File: src/rtl/k2_pkg.sv
// Shared definitions for the K2 ALU request driver: op codes, FSM states and
// the default datapath width.
package k2_pkg;

  localparam int K2_WIDTH = 8;

  typedef enum logic [1:0] {
    ADD     = 2'd0,
    SUB     = 2'd1,
    ACC_ADD = 2'd2,
    ACC_SUB = 2'd3
  } op_e;

  typedef enum logic [1:0] {
    IDLE = 2'd0,
    WAIT = 2'd1,
    RESP = 2'd2
  } state_e;

  // ACC_* ops take operand a from the accumulator; bit 0 selects subtract.
  function automatic logic op_uses_acc(input logic [1:0] op);
    return op[1];
  endfunction

  function automatic logic op_is_sub(input logic [1:0] op);
    return op[0];
  endfunction

endpackage

File: src/rtl/alu_req_driver.sv
// Initiator for the registered add/sub ALU: accepts one request, drives the
// ALU operands, waits out its latency and returns result/flags with the tag.
//
// state | meaning
// IDLE  | req_ready high; a valid request is registered onto the ALU lines
// WAIT  | counting ALU latency; result captured when count hits ALU_LAT
// RESP  | rsp_valid high, rsp_* held until rsp_ready
module alu_req_driver
  import k2_pkg::*;
#(
  parameter int WIDTH   = K2_WIDTH,
  parameter int ALU_LAT = 1,
  parameter int TAG_W   = 2
) (
  input  logic             clk,
  input  logic             reset,
  input  logic             req_valid,
  output logic             req_ready,
  input  logic [1:0]       req_op,
  input  logic [WIDTH-1:0] req_a,
  input  logic [WIDTH-1:0] req_b,
  input  logic [TAG_W-1:0] req_tag,
  input  logic             acc_clear,
  output logic             alu_rst_n,
  output logic             alu_s,
  output logic [WIDTH-1:0] alu_a,
  output logic [WIDTH-1:0] alu_b,
  input  logic [WIDTH-1:0] alu_out,
  input  logic             alu_cout,
  output logic             rsp_valid,
  input  logic             rsp_ready,
  output logic [WIDTH-1:0] rsp_data,
  output logic             rsp_carry,
  output logic             rsp_zero,
  output logic [TAG_W-1:0] rsp_tag,
  output logic [WIDTH-1:0] acc_q
);

  localparam int CNT_W = (ALU_LAT < 1) ? 1 : $clog2(ALU_LAT + 1);
  localparam logic [CNT_W-1:0] LAT_C = CNT_W'(ALU_LAT);

  state_e             r_state;
  state_e             w_state_nxt;
  logic               w_accept;
  logic               w_capture;
  logic [CNT_W-1:0]   r_cnt;
  logic [1:0]         r_op;
  logic [TAG_W-1:0]   r_tag;
  logic               r_alu_s;
  logic [WIDTH-1:0]   r_alu_a;
  logic [WIDTH-1:0]   r_alu_b;
  logic [WIDTH-1:0]   r_acc;
  logic [WIDTH-1:0]   r_rsp_data;
  logic               r_rsp_carry;
  logic               r_rsp_zero;
  logic [TAG_W-1:0]   r_rsp_tag;
  logic [WIDTH-1:0]   w_acc_src;

  always_ff @(posedge clk) begin
    if (reset) r_state <= IDLE;
    else       r_state <= w_state_nxt;
  end

  always_comb begin
    w_state_nxt = r_state;
    w_accept    = 1'b0;
    w_capture   = 1'b0;
    unique case (r_state)
      IDLE: if (req_valid) begin
        w_accept    = 1'b1;
        w_state_nxt = WAIT;
      end
      WAIT: if (r_cnt == LAT_C) begin
        w_capture   = 1'b1;
        w_state_nxt = RESP;
      end
      RESP: if (rsp_ready) w_state_nxt = IDLE;
      default: w_state_nxt = IDLE;
    endcase
  end

  // A same-cycle acc_clear wins over the stored accumulator for ACC_* operands.
  assign w_acc_src = acc_clear ? '0 : r_acc;

  always_ff @(posedge clk) begin
    if (reset) begin
      r_cnt       <= '0;
      r_op        <= '0;
      r_tag       <= '0;
      r_alu_s     <= 1'b0;
      r_alu_a     <= '0;
      r_alu_b     <= '0;
      r_acc       <= '0;
      r_rsp_data  <= '0;
      r_rsp_carry <= 1'b0;
      r_rsp_zero  <= 1'b0;
      r_rsp_tag   <= '0;
    end else begin
      if (r_state == IDLE && acc_clear) r_acc <= '0;
      if (w_accept) begin
        r_alu_a <= op_uses_acc(req_op) ? w_acc_src : req_a;
        r_alu_b <= req_b;
        r_alu_s <= op_is_sub(req_op);
        r_op    <= req_op;
        r_tag   <= req_tag;
        r_cnt   <= '0;
      end else if (r_state == WAIT && !w_capture) begin
        r_cnt <= r_cnt + CNT_W'(1);
      end
      // The ALU leaves carry stale on subtract, so it is masked here.
      if (w_capture) begin
        r_rsp_data  <= alu_out;
        r_rsp_carry <= op_is_sub(r_op) ? 1'b0 : alu_cout;
        r_rsp_zero  <= (alu_out == '0);
        r_rsp_tag   <= r_tag;
        r_acc       <= alu_out;
      end
    end
  end

  assign req_ready = (r_state == IDLE);
  assign rsp_valid = (r_state == RESP);
  assign alu_rst_n = ~reset;
  assign alu_s     = r_alu_s;
  assign alu_a     = r_alu_a;
  assign alu_b     = r_alu_b;
  assign rsp_data  = r_rsp_data;
  assign rsp_carry = r_rsp_carry;
  assign rsp_zero  = r_rsp_zero;
  assign rsp_tag   = r_rsp_tag;
  assign acc_q     = r_acc;

endmodule
File: config.mk
export PLATFORM = sky130hd
export DESIGN_NAME = alu_req_driver
export DESIGN_NICKNAME = d
export VERILOG_FILES = /design/src/rtl/k2_pkg.sv /design/src/rtl/alu_req_driver.sv
export SDC_FILE = /design/constraint.sdc
export NUM_CORES = 1
export LEC_CHECK = 0
export ABC_AREA = 1
export ABC_CLOCK_PERIOD_IN_PS = 1110
export CORE_MARGIN = 1.5
export CORE_UTILIZATION = 23
export DETAILED_ROUTE_END_ITERATION = 12
export PLACE_DENSITY = 0.5
export SLEW_MARGIN = 20
export SYNTH_ARGS = -nofsm -noshare
export SYNTH_HDL_FRONTEND = slang
export SYNTH_SLANG_ARGS = --single-unit
File: constraint.sdc
create_clock -name clk -period 1.11 [get_ports clk]
set_input_delay 0.1665 -clock clk [delete_from_list [all_inputs] [get_ports clk]]
set_output_delay 0.1665 -clock clk [all_outputs]
set_load 0.1 [all_outputs]
Word-level counts from Yosys, hierarchy flattened
Index checks and enable logic that the tools add are counted.
{"block": "totals", "ramBits": 0, "mem_count": 0, "romBits": 0, "input_bits": 34, "latch_bits": 0, "register_bits": 43}
{"block": "op_classes", "eq_ne": 5, "reduce_logical": 8, "n_mux": 13, "div": 0, "shift": 0, "mul": 0, "order_cmp": 0, "add_sub_neg": 1, "n_bitwise": 1}
{"op": "8-bit 2-to-1 mux", "count": 4}
{"op": "8-bit zero test", "count": 1}
{"op": "2-bit 2-to-1 mux", "count": 3}
{"op": "2-bit one-hot mux with 3 select lines", "count": 1}
{"op": "1-bit 2-to-1 mux", "count": 5}
{"op": "2-bit != test (second input constant)", "count": 2}
{"op": "3-bit AND reduction", "count": 1}
{"op": "2-bit by 1-bit == test with 1-bit output (second input constant)", "count": 1}
{"op": "2-bit == test (second input constant)", "count": 1}
{"op": "1-bit logical AND", "count": 2}
{"op": "2-bit zero test", "count": 1}
{"op": "2-bit by 1-bit != test with 1-bit output (second input constant)", "count": 1}
{"op": "2-bit nonzero test", "count": 1}
{"op": "2-bit OR reduction", "count": 1}
{"op": "1-bit adder (second input constant)", "count": 1}
{"op": "1-bit zero test", "count": 1}
{"op": "1-bit NOT", "count": 1}

Depth between registers and ports, before layout
Gate-level depths: netlist of the first run.
{"block": "logic_depth", "ltp_word": 4, "mapped_depth": 6}

Worst setup path before layout of the first run
OpenSTA, ideal clock, no wires.
{"block": "synth_path", "kind": "reg2reg", "startpoint": "reg r_state[1]", "endpoint": "reg r_state[1]", "arrival_ns": 1.986, "path_slack_ns": -0.947, "path_buffers": 0, "t_required_ns": 1.039, "stages_incl_launch_ff": 5, "path_cell_list": "dfxtp_1 > inv_1 > nor2_1 > nand2_1 > a21oi_1"}
{"block": "synth_via", "elab_chain_cells": 3, "word_cells_on_any_way": 8}
{"element": "start: declaration", "line": "alu_req_driver.sv:42", "text": "state_e r_state;"}
{"element": "start signal: assignment", "line": "alu_req_driver.sv:61", "text": "else r_state <= w_state_nxt;"}
{"element": "2-bit == test *"}
{"element": "net rsp_valid", "line": "alu_req_driver.sv:30", "text": "output logic rsp_valid,"}
{"element": "2-bit by 1-bit != test with 1-bit output (no line)"}
{"element": "3-bit AND reduction (no line)"}
The timed path passes the listed nets; every way through them passes the cells marked *.
A chain may end at the register's enable or synchronous reset.

Worst setup path in the final report of the first run
{"block": "layout_path", "startpoint": "reg r_state[0]", "endpoint": "out rsp_valid"}
{"block": "layout_via", "elab_chain_cells": 1}
{"element": "2-bit == test", "line": "alu_req_driver.sv:122", "text": "assign rsp_valid = (r_state == RESP);"}
{"element": "end: declaration", "line": "alu_req_driver.sv:30"}
No other way between the ends.

==> results of run 1 <==
==> cell families (layout without fill, tap and decap cells) <==
logic type,Yosys count,in the layout,synth area share [%]
buffers and inverters,30,117,8.38
flip-flops,42,42,50.3
AO/OA/AOI/OAI,33,33,10.3
AND/OR/NAND/NOR,127,127,31.0
==> final cells by class <==
type / count / area (µm²) / share of cell area (%)
Clock inverter: 2 / 13.8 / 0.411
Clock buffer: 6 / 72.6 / 2.17
Tap cell: 96 / 120 / 3.58
Sequential cell: 42 / 868 / 25.9
Timing Repair inverter: 1 / 7.51 / 0.224
Multi-Input combinational cell: 160 / 830 / 24.8
Inverter: 19 / 76.3 / 2.28
Timing Repair Buffer: 89 / 1360 / 40.7
==> path summary, 6_finish.rpt <==
kind / startpoint / end / slack, ns / depth (start not counted)
hold reg to reg: r_tag[0] / rsp_tag[0] / 0.47 / 2
hold / removal: reset / r_state[0] / 0.44 / 3
setup reg to reg: r_state[0] / r_tag[1] / -0.10 / 6
setup / recovery: r_state[0] / rsp_valid / -0.14 / 3
==> routing by layer <==
metal | up-vias | global-route usage (%) | part of all wire [%]
met5 | - | 0 | 0
met4 | 0 | 2.56 | 0.30
met3 | 2 | 4.10 | 6.8
met2 | 50 | 21.0 | 47
met1 | 783 | 16.7 | 46
li1 | 906 | - | -
==> tightest hold or removal path, stage by stage <==
cell           delay, ns
dlygate4sd2_1       0.23
buf_4               0.26
a21oi_2             0.04
==> power groups by stage <==
stage | logic [µW] | clock network (µW) | registers [µW]
floorplan | 291 | 0 | 2140
global placement | 1260 | 0 | 1710
detailed placement | 1260 | 0 | 1710
CTS | 1310 | 1020 | 1680
global route | 1510 | 1090 | 1690
finish | 1450 | 992 | 1670
==> stage by stage <==
stage | setup slack, ns | instance area (µm²) | power [µW] | std cells | utilization, %
6_report | -0.143 | 3350 | 4110 | 415 | 48.5
3_3_place_gp | -0.125 | 2980 | 2970 | 399 | 43.1
4_1_cts | -0.179 | 3140 | 4010 | 410 | 45.4
2_1_floorplan | -0.418 | 1700 | 2440 | 232 | -
5_1_grt | -0.179 | 3350 | 4290 | 415 | 48.5
3_5_place_dp | -0.170 | 2980 | 2980 | 399 | 43.1
==> registers in the layout, indices dropped and copies added (netlist names), 2 cells and up <==
signal / count
alu_b: 8
r_tag: 2
alu_a: 8
rsp_tag: 2
r_state: 2
rsp_data: 8
acc_q: 8
==> timing repair <==
action                     4_1_cts  5_1_grt
setup endpoints to repair       23       33
cloned                           1        4
setup buffers                    2        1
gates resized for setup         19       42
pin swaps                        3       10
==> Yosys cell counts <==
| master | number | area, µm² |
|---|---|---|
| nand2_1 | 59 | 221 |
| nor2_1 | 46 | 173 |
| dfxtp_1 | 42 | 841 |
| a21oi_1 | 20 | 100 |
| inv_1 | 18 | 67.6 |
| nand3_1 | 18 | 90.1 |
| o21ai_0 | 11 | 55.1 |
| clkbuf_1 | 4 | 15.0 |
| a21oi_2 | 2 | 17.5 |
| buf_2 | 2 | 10.0 |
| buf_4 | 2 | 15.0 |
| buf_6 | 2 | 22.5 |
| clkbuf_2 | 1 | 5.00 |
| clkinv_2 | 1 | 5.00 |
| nand2_2 | 1 | 6.26 |
| nand3_2 | 1 | 10.0 |
| nand4_1 | 1 | 6.26 |
| nor2_4 | 1 | 11.3 |
==> impl_metrics.env, run 1 <==
export IMPL_gp_congestion=0.786
export IMPL_cp_required_ns=0.94
export IMPL_syn_inst=232
export IMPL_p_seq_share_pct=40.7
export IMPL_grt_max_degree=22
export IMPL_clock_sinks=42
export IMPL_routed_via_density=4.20
export IMPL_crit_buf_inv=2
export IMPL_p_switching_uw=1480
export IMPL_hp_class="input port to flop"
export IMPL_syn_cell_area_um2=1670
export IMPL_fp_dieH_um=88.3
export IMPL_internal_power_uw=2630
export IMPL_finalSetupViolCount=22
export IMPL_clk_path_buf_depth=2
export IMPL_grt_total_usage_pct=12.8
export IMPL_slew_headroom_pct=85.3
export IMPL_comb_power_share_pct=35.2
export IMPL_status="finished, violations left"
export IMPL_vdd_ir_drop_max_mv=0.597
export IMPL_cts_hold_fix_buffers=0
export IMPL_hpwl_um=3590
export IMPL_finalMaxSlewViolations=0
export IMPL_layout_drive_gt1_share_pct=38.9
export IMPL_crit_slowest_cell="dfxtp_4"
export IMPL_die_w_um=88.3
export IMPL_antennaDiodeCount=0
export IMPL_syn_avg_cell_area_um2=7.21
export IMPL_syn_to_final_growth_pct=100
export IMPL_syn_nets=266
export IMPL_root_buffer="clkbuf_8"
export IMPL_synth_seq_cells=42
export IMPL_core_area_um2=6910
export IMPL_path_clk_slew_ns=0.08
export IMPL_failed_checks="negative setup slack"
export IMPL_clk_latency_ns=0.29
export IMPL_clock_skew_ns=0.0108
export IMPL_ant_nets=0
export IMPL_routed_wl_um=5050
export IMPL_min_period_ns=1.25
export IMPL_postLayoutSetupSlackWorst_ns=-0.143
export IMPL_final_cell_mix="47 x nand2_1, 43 x buf_12, 37 x nor2_1"
export IMPL_grt_pass1_wl_um=7580
export IMPL_cp_cell_sequence="buf_6, nor2_4, buf_12"
export IMPL_placement_io_buffers=73
export IMPL_hold_ws_ns=0.444
export IMPL_synth_warnings=0
export IMPL_rows=30
export IMPL_sw_frac_of_total_pct=36.1
export IMPL_fill_cells=665
export IMPL_tns_ns=-1.71
export IMPL_io_pins=74
export IMPL_antenna_found_initial=0
export IMPL_final_hold_viol_count=0
export IMPL_htree_levels=2
export IMPL_initial_core_util_pct=24.2
export IMPL_drt_initial_drc_count=52
export IMPL_p_clk_share_pct=24.1
export IMPL_ys_seq_area_share_pct=50.3
export IMPL_crit_arrival_ns=1.09
export IMPL_endpoint_kind="output pin"
export IMPL_critPathMaxFanout=3
export IMPL_rsz0062_at_grt="true"
export IMPL_overflow=0
export IMPL_crit_family="flip-flops"
export IMPL_ys_types=18
export IMPL_num_vias=1741
export IMPL_mostFrequentLayoutCell="nand2_1"
export IMPL_tightest_slew_ns=0.220
export IMPL_crit_type="flop to output pin"
export IMPL_drc=0
export IMPL_cts_buffers=5
export IMPL_leakagePower_uw=0.00137
export IMPL_fmax_mhz=798
export IMPL_power_density_nw_per_um2=1230
export IMPL_tritoncts="built"
export IMPL_nets=352
export IMPL_die_area_um2=7790
export IMPL_fin_crit_sh_pct=113
export IMPL_grt_pass1_vias=1614
export IMPL_critPathMaxStageDelay_ns=0.37
export IMPL_start_kind="flop"
export IMPL_maxCapViolCount=0
export IMPL_wire_per_inst_um=12.2
export IMPL_drt_pass1_iter_count=5
Power figures use the tool's default switching activity.
==> inputs of run 2 (changes only) <==
Settings changed: CTS_CLUSTER_DIAMETER from default to 30.
==> results of run 2 <==
Final layout, timing and power as in run 1 (identical DEF).
==> inputs of run 3 (changes only) <==
Settings changed: REMOVE_ABC_BUFFERS from default to 1.
==> impl_metrics.env, run 3 (synthesized netlist as in run 1, its figures left out) <==
export IMPL_die_area_um2=7790
export IMPL_start_kind="flop"
export IMPL_syn_to_final_growth_pct=99.6
export IMPL_grt_total_usage_pct=12.2
export IMPL_path_clk_slew_ns=0.09
export IMPL_antennaDiodeCount=0
export IMPL_failed_checks="negative setup slack"
export IMPL_clk_path_buf_depth=2
export IMPL_rows=30
export IMPL_vdd_ir_drop_max_mv=0.627
export IMPL_power_density_nw_per_um2=1300
export IMPL_crit_type="flop to output pin"
export IMPL_cts_buffers=5
export IMPL_dp_slack_ns=-0.178
export IMPL_root_buffer="clkbuf_8"
export IMPL_antenna_found_initial=0
export IMPL_p_switching_uw=1480
export IMPL_fp_dieH_um=88.3
export IMPL_maxCapViolCount=0
export IMPL_drc=0
export IMPL_slew_headroom_pct=84.3
export IMPL_wire_per_inst_um=11.9
export IMPL_sw_frac_of_total_pct=34.3
export IMPL_drt_initial_drc_count=43
export IMPL_drt_pass1_iter_count=4
export IMPL_grt_pass1_wl_um=7380
export IMPL_fin_crit_sh_pct=113
export IMPL_cts_hold_fix_buffers=0
export IMPL_hp_class="input port to flop"
export IMPL_tightest_slew_ns=0.236
export IMPL_gp_congestion=0.705
export IMPL_placement_io_buffers=73
export IMPL_p_seq_share_pct=38.7
export IMPL_finalMaxSlewViolations=0
export IMPL_p_total_uw=4320
export IMPL_critPathMaxFanout=3
export IMPL_final_hold_viol_count=0
export IMPL_num_vias=1695
export IMPL_hold_ws_ns=0.451
export IMPL_clk_latency_ns=0.29
export IMPL_fmax_mhz=800
export IMPL_routed_via_density=4.08
export IMPL_comb_power_share_pct=32.9
export IMPL_postLayoutSetupSlackWorst_ns=-0.140
export IMPL_status="finished, violations left"
export IMPL_tritoncts="built"
export IMPL_die_w_um=88.3
export IMPL_mostFrequentLayoutCell="nand2_1"
export IMPL_clock_skew_ns=0.00758
export IMPL_crit_arrival_ns=1.08
export IMPL_clock_sinks=42
export IMPL_grt_max_degree=30
export IMPL_cp_required_ns=0.94
export IMPL_grt_pass1_vias=1558
export IMPL_hpwl_um=3500
export IMPL_nets=352
export IMPL_core_area_um2=6910
export IMPL_overflow=0
export IMPL_layout_drive_gt1_share_pct=35.4
export IMPL_initial_core_util_pct=24.2
export IMPL_rsz0062_at_grt="true"
export IMPL_htree_levels=2
export IMPL_ant_nets=0
export IMPL_leakagePower_uw=0.00135
export IMPL_finish_utilization_pct=48.3
export IMPL_min_period_ns=1.25
export IMPL_routed_wl_um=4950
export IMPL_endpoint_kind="output pin"
export IMPL_io_pins=74
export IMPL_finalSetupViolCount=21
export IMPL_internal_power_uw=2840
export IMPL_final_cell_mix="48 x nand2_1, 42 x buf_12, 37 x nor2_1"
export IMPL_p_clk_share_pct=28.4
-- run 3: cell types whose count changed in the layout (fill, tap and decap cells not counted), moves of 2 or more --
cell,before,now
a21oi_1,20,18
o21ai_1,1,4
dfxtp_2,19,9
a21oi_2,2,4
nand2_2,9,7
dfxtp_1,22,32
o21ai_2,10,7
-- run 3: power groups by stage --
stage | clock network [µW] | logic (µW) | registers [µW]
floorplan | 0 | 250 | 2140
global placement | 0 | 1250 | 1710
detailed placement | 0 | 1260 | 1710
CTS | 1270 | 1280 | 1670
global route | 1340 | 1490 | 1690
finish | 1230 | 1420 | 1670
-- run 3: final timing paths --
path / from / to / slack, ns / cells after the start
worst max register to register: r_state[0] / r_tag[1] / -0.07 / 6
worst max-delay path: r_state[0] / rsp_valid / -0.14 / 3
worst min-delay path: reset / alu_s / 0.45 / 5
worst min register to register: r_tag[0] / rsp_tag[0] / 0.47 / 2
-- run 3: cell type report --
class	instances	area (µm²)
timing repair inverter	1	7.51
inverter	19	80.1
tap	96	120
multi-input combinational	160	828
sequential	42	856
clock inverter	3	43.8
clock buffer	5	68.8
fill	680	3570
timing repair buffer	89	1330
-- run 3: per-stage QoR --
step	setup TNS [ns]	instances	cell area (µm²)
finish	-1.02	415	3340
global route	-2.34	415	3340
CTS	-0.380	409	3100
detailed placement	-2.67	401	2960
global placement	-2.24	401	2960
floorplan	-18.71	221	1600
-- run 3: worst max-delay path: stages (launching register included) --
cell and delay (ns):
dfxtp_4 0.37, buf_6 0.12, nor2_4 0.11, buf_12 0.18
-- run 3: repair_timing --
action                     CTS  global route
pin swaps                    2            12
cloned                       0             4
resized for setup           16            57
setup endpoints to repair   16            38
buffers inserted             1             2
-- run 3: layer usage --
layer / wire, µm / part of all wire (%) / GRT usage [%] / vias up
li1: - / - / - / 898
met1: 2330 / 47 / 16.4 / 753
met5: 0 / 0 / 0 / -
met3: 217 / 4.4 / 3.54 / 5
met2: 2360 / 48 / 19.1 / 39
met4: 38 / 0.77 / 3.41 / 0
==> patch: new RTL, config.mk and constraints of run 2 <==
Change the parameter `ALU_LAT` from 1 to 2.
--- a/src/rtl/alu_req_driver.sv
+++ b/src/rtl/alu_req_driver.sv
@@ -9,7 +9,7 @@
   import k2_pkg::*;
 #(
   parameter int WIDTH   = K2_WIDTH,
-  parameter int ALU_LAT = 1,
+  parameter int ALU_LAT = 2,
   parameter int TAG_W   = 2
 ) (
   input  logic             clk,
Function: changed (a bounded check fails within 4 cycles, from zero or initial values and one cycle with reset high).
==> patch against run 2 <==
  * The run still ends with setup timing left
  * Final area increased by 24%
  * Power increased by 11%
  * Via count grew 21%
  * Synthesized area is 17% higher
  * Worst setup slack gained 0.0030 ns
  * Sequential cell count increased by 1
  * Wire length grew 23%
  * Clock power up 5%
  * Sequential share of layout area fell by 4.6 points
  * Synthesized cell count increased by 21%
  * Die area is 17% higher
  * Non-clock buffer count is 21 higher
  * Critical path type unchanged
  * Largest cell class unchanged
  * Largest power group is now combinational cells
  * Highest routed layer unchanged
==> patch: results <==
set metrics [dict create \
    hpwl_mm 4.11 \
    clock_area_share_pct 2.19 \
    signal_buffers 110 \
    violations "setup timing" \
    ys_top_cells_by_count "72 x nand2_1, 55 x nor2_1, 43 x dfxtp_1, 34 x inv_1, 19 x o21ai_0" \
    setup_viol 45 \
    cp-endpoint "req_ready" \
    dpl.cell_count 468 \
    worstMarginPinSlew_ns 0.362 \
    holdPathEnd "rsp_zero" \
    status "finished with violations" \
    postCtsSetupBuffers 10 \
    synthAdderAreaFrac_pct 1.28 \
    synth.distinct_cells 23 \
    synth_compound_area_share_pct 9.25 \
    clkbuf_count 7 \
    holdPathStages 5 \
    regArea_um2 891 \
    synth_top_area_share_pct 43.9 \
    inv_count 38 \
    powerComb_mw 1.79 \
    gp_congestion 0.813 \
    buffer_area_share_pct 38.5 \
    r2r_slack_ns -0.12 \
    rr_worst_depth 8 \
    finalClockSkew_ns 0.0112 \
    ir_drop_v 0.000483 \
    drt-initial-drc-count 65 \
    grt_max_degree 14 \
    firstDrtPassIters 4 \
    setup_ws_ns -0.140 \
    powerDensity_nw_per_um2 1100 \
    hold_ws_ns 0.459 \
    p_sw_mw 1.69 \
    viasPerCell 4.26 \
    nets 424 \
]
==> patch: cell types whose count changed in the layout (fill, tap and decap cells not counted), sizes merged, moves of 8 or more <==
cell,run 2,this run
buf,53,77
inv,17,36
nand2,60,78
nor2,47,57
nand3,19,10
o21ai,11,19
==> patch: kinds of logic (layout without fill, tap and decap cells) <==
family,count (synthesis),in the layout
flip-flops,43,43
buffers and inverters,50,156
AO/OA/AOI/OAI,34,34
AND/OR/NAND/NOR,152,154
adder cells (fa/ha/maj),2,2
==> patch: per-stage QoR <==
step | TNS (ns) | cell area, um2
2_1_floorplan | -11.21 | 2000
3_3_place_gp | -4.78 | 3390
3_5_place_dp | -5.43 | 3390
4_1_cts | -2.68 | 4040
5_1_grt | -5.81 | 4170
6_report | -2.68 | 4170
==> patch: metal layers <==
layer	up-vias	GRT usage (%)	part of all wire, %	wire length, um
met1	956	19.3	46	2830
met4	0	4.10	1.3	80
met3	7	3.03	4.7	291
li1	1083	-	-	-
met5	-	0	0	0
met2	58	24.6	48	3010
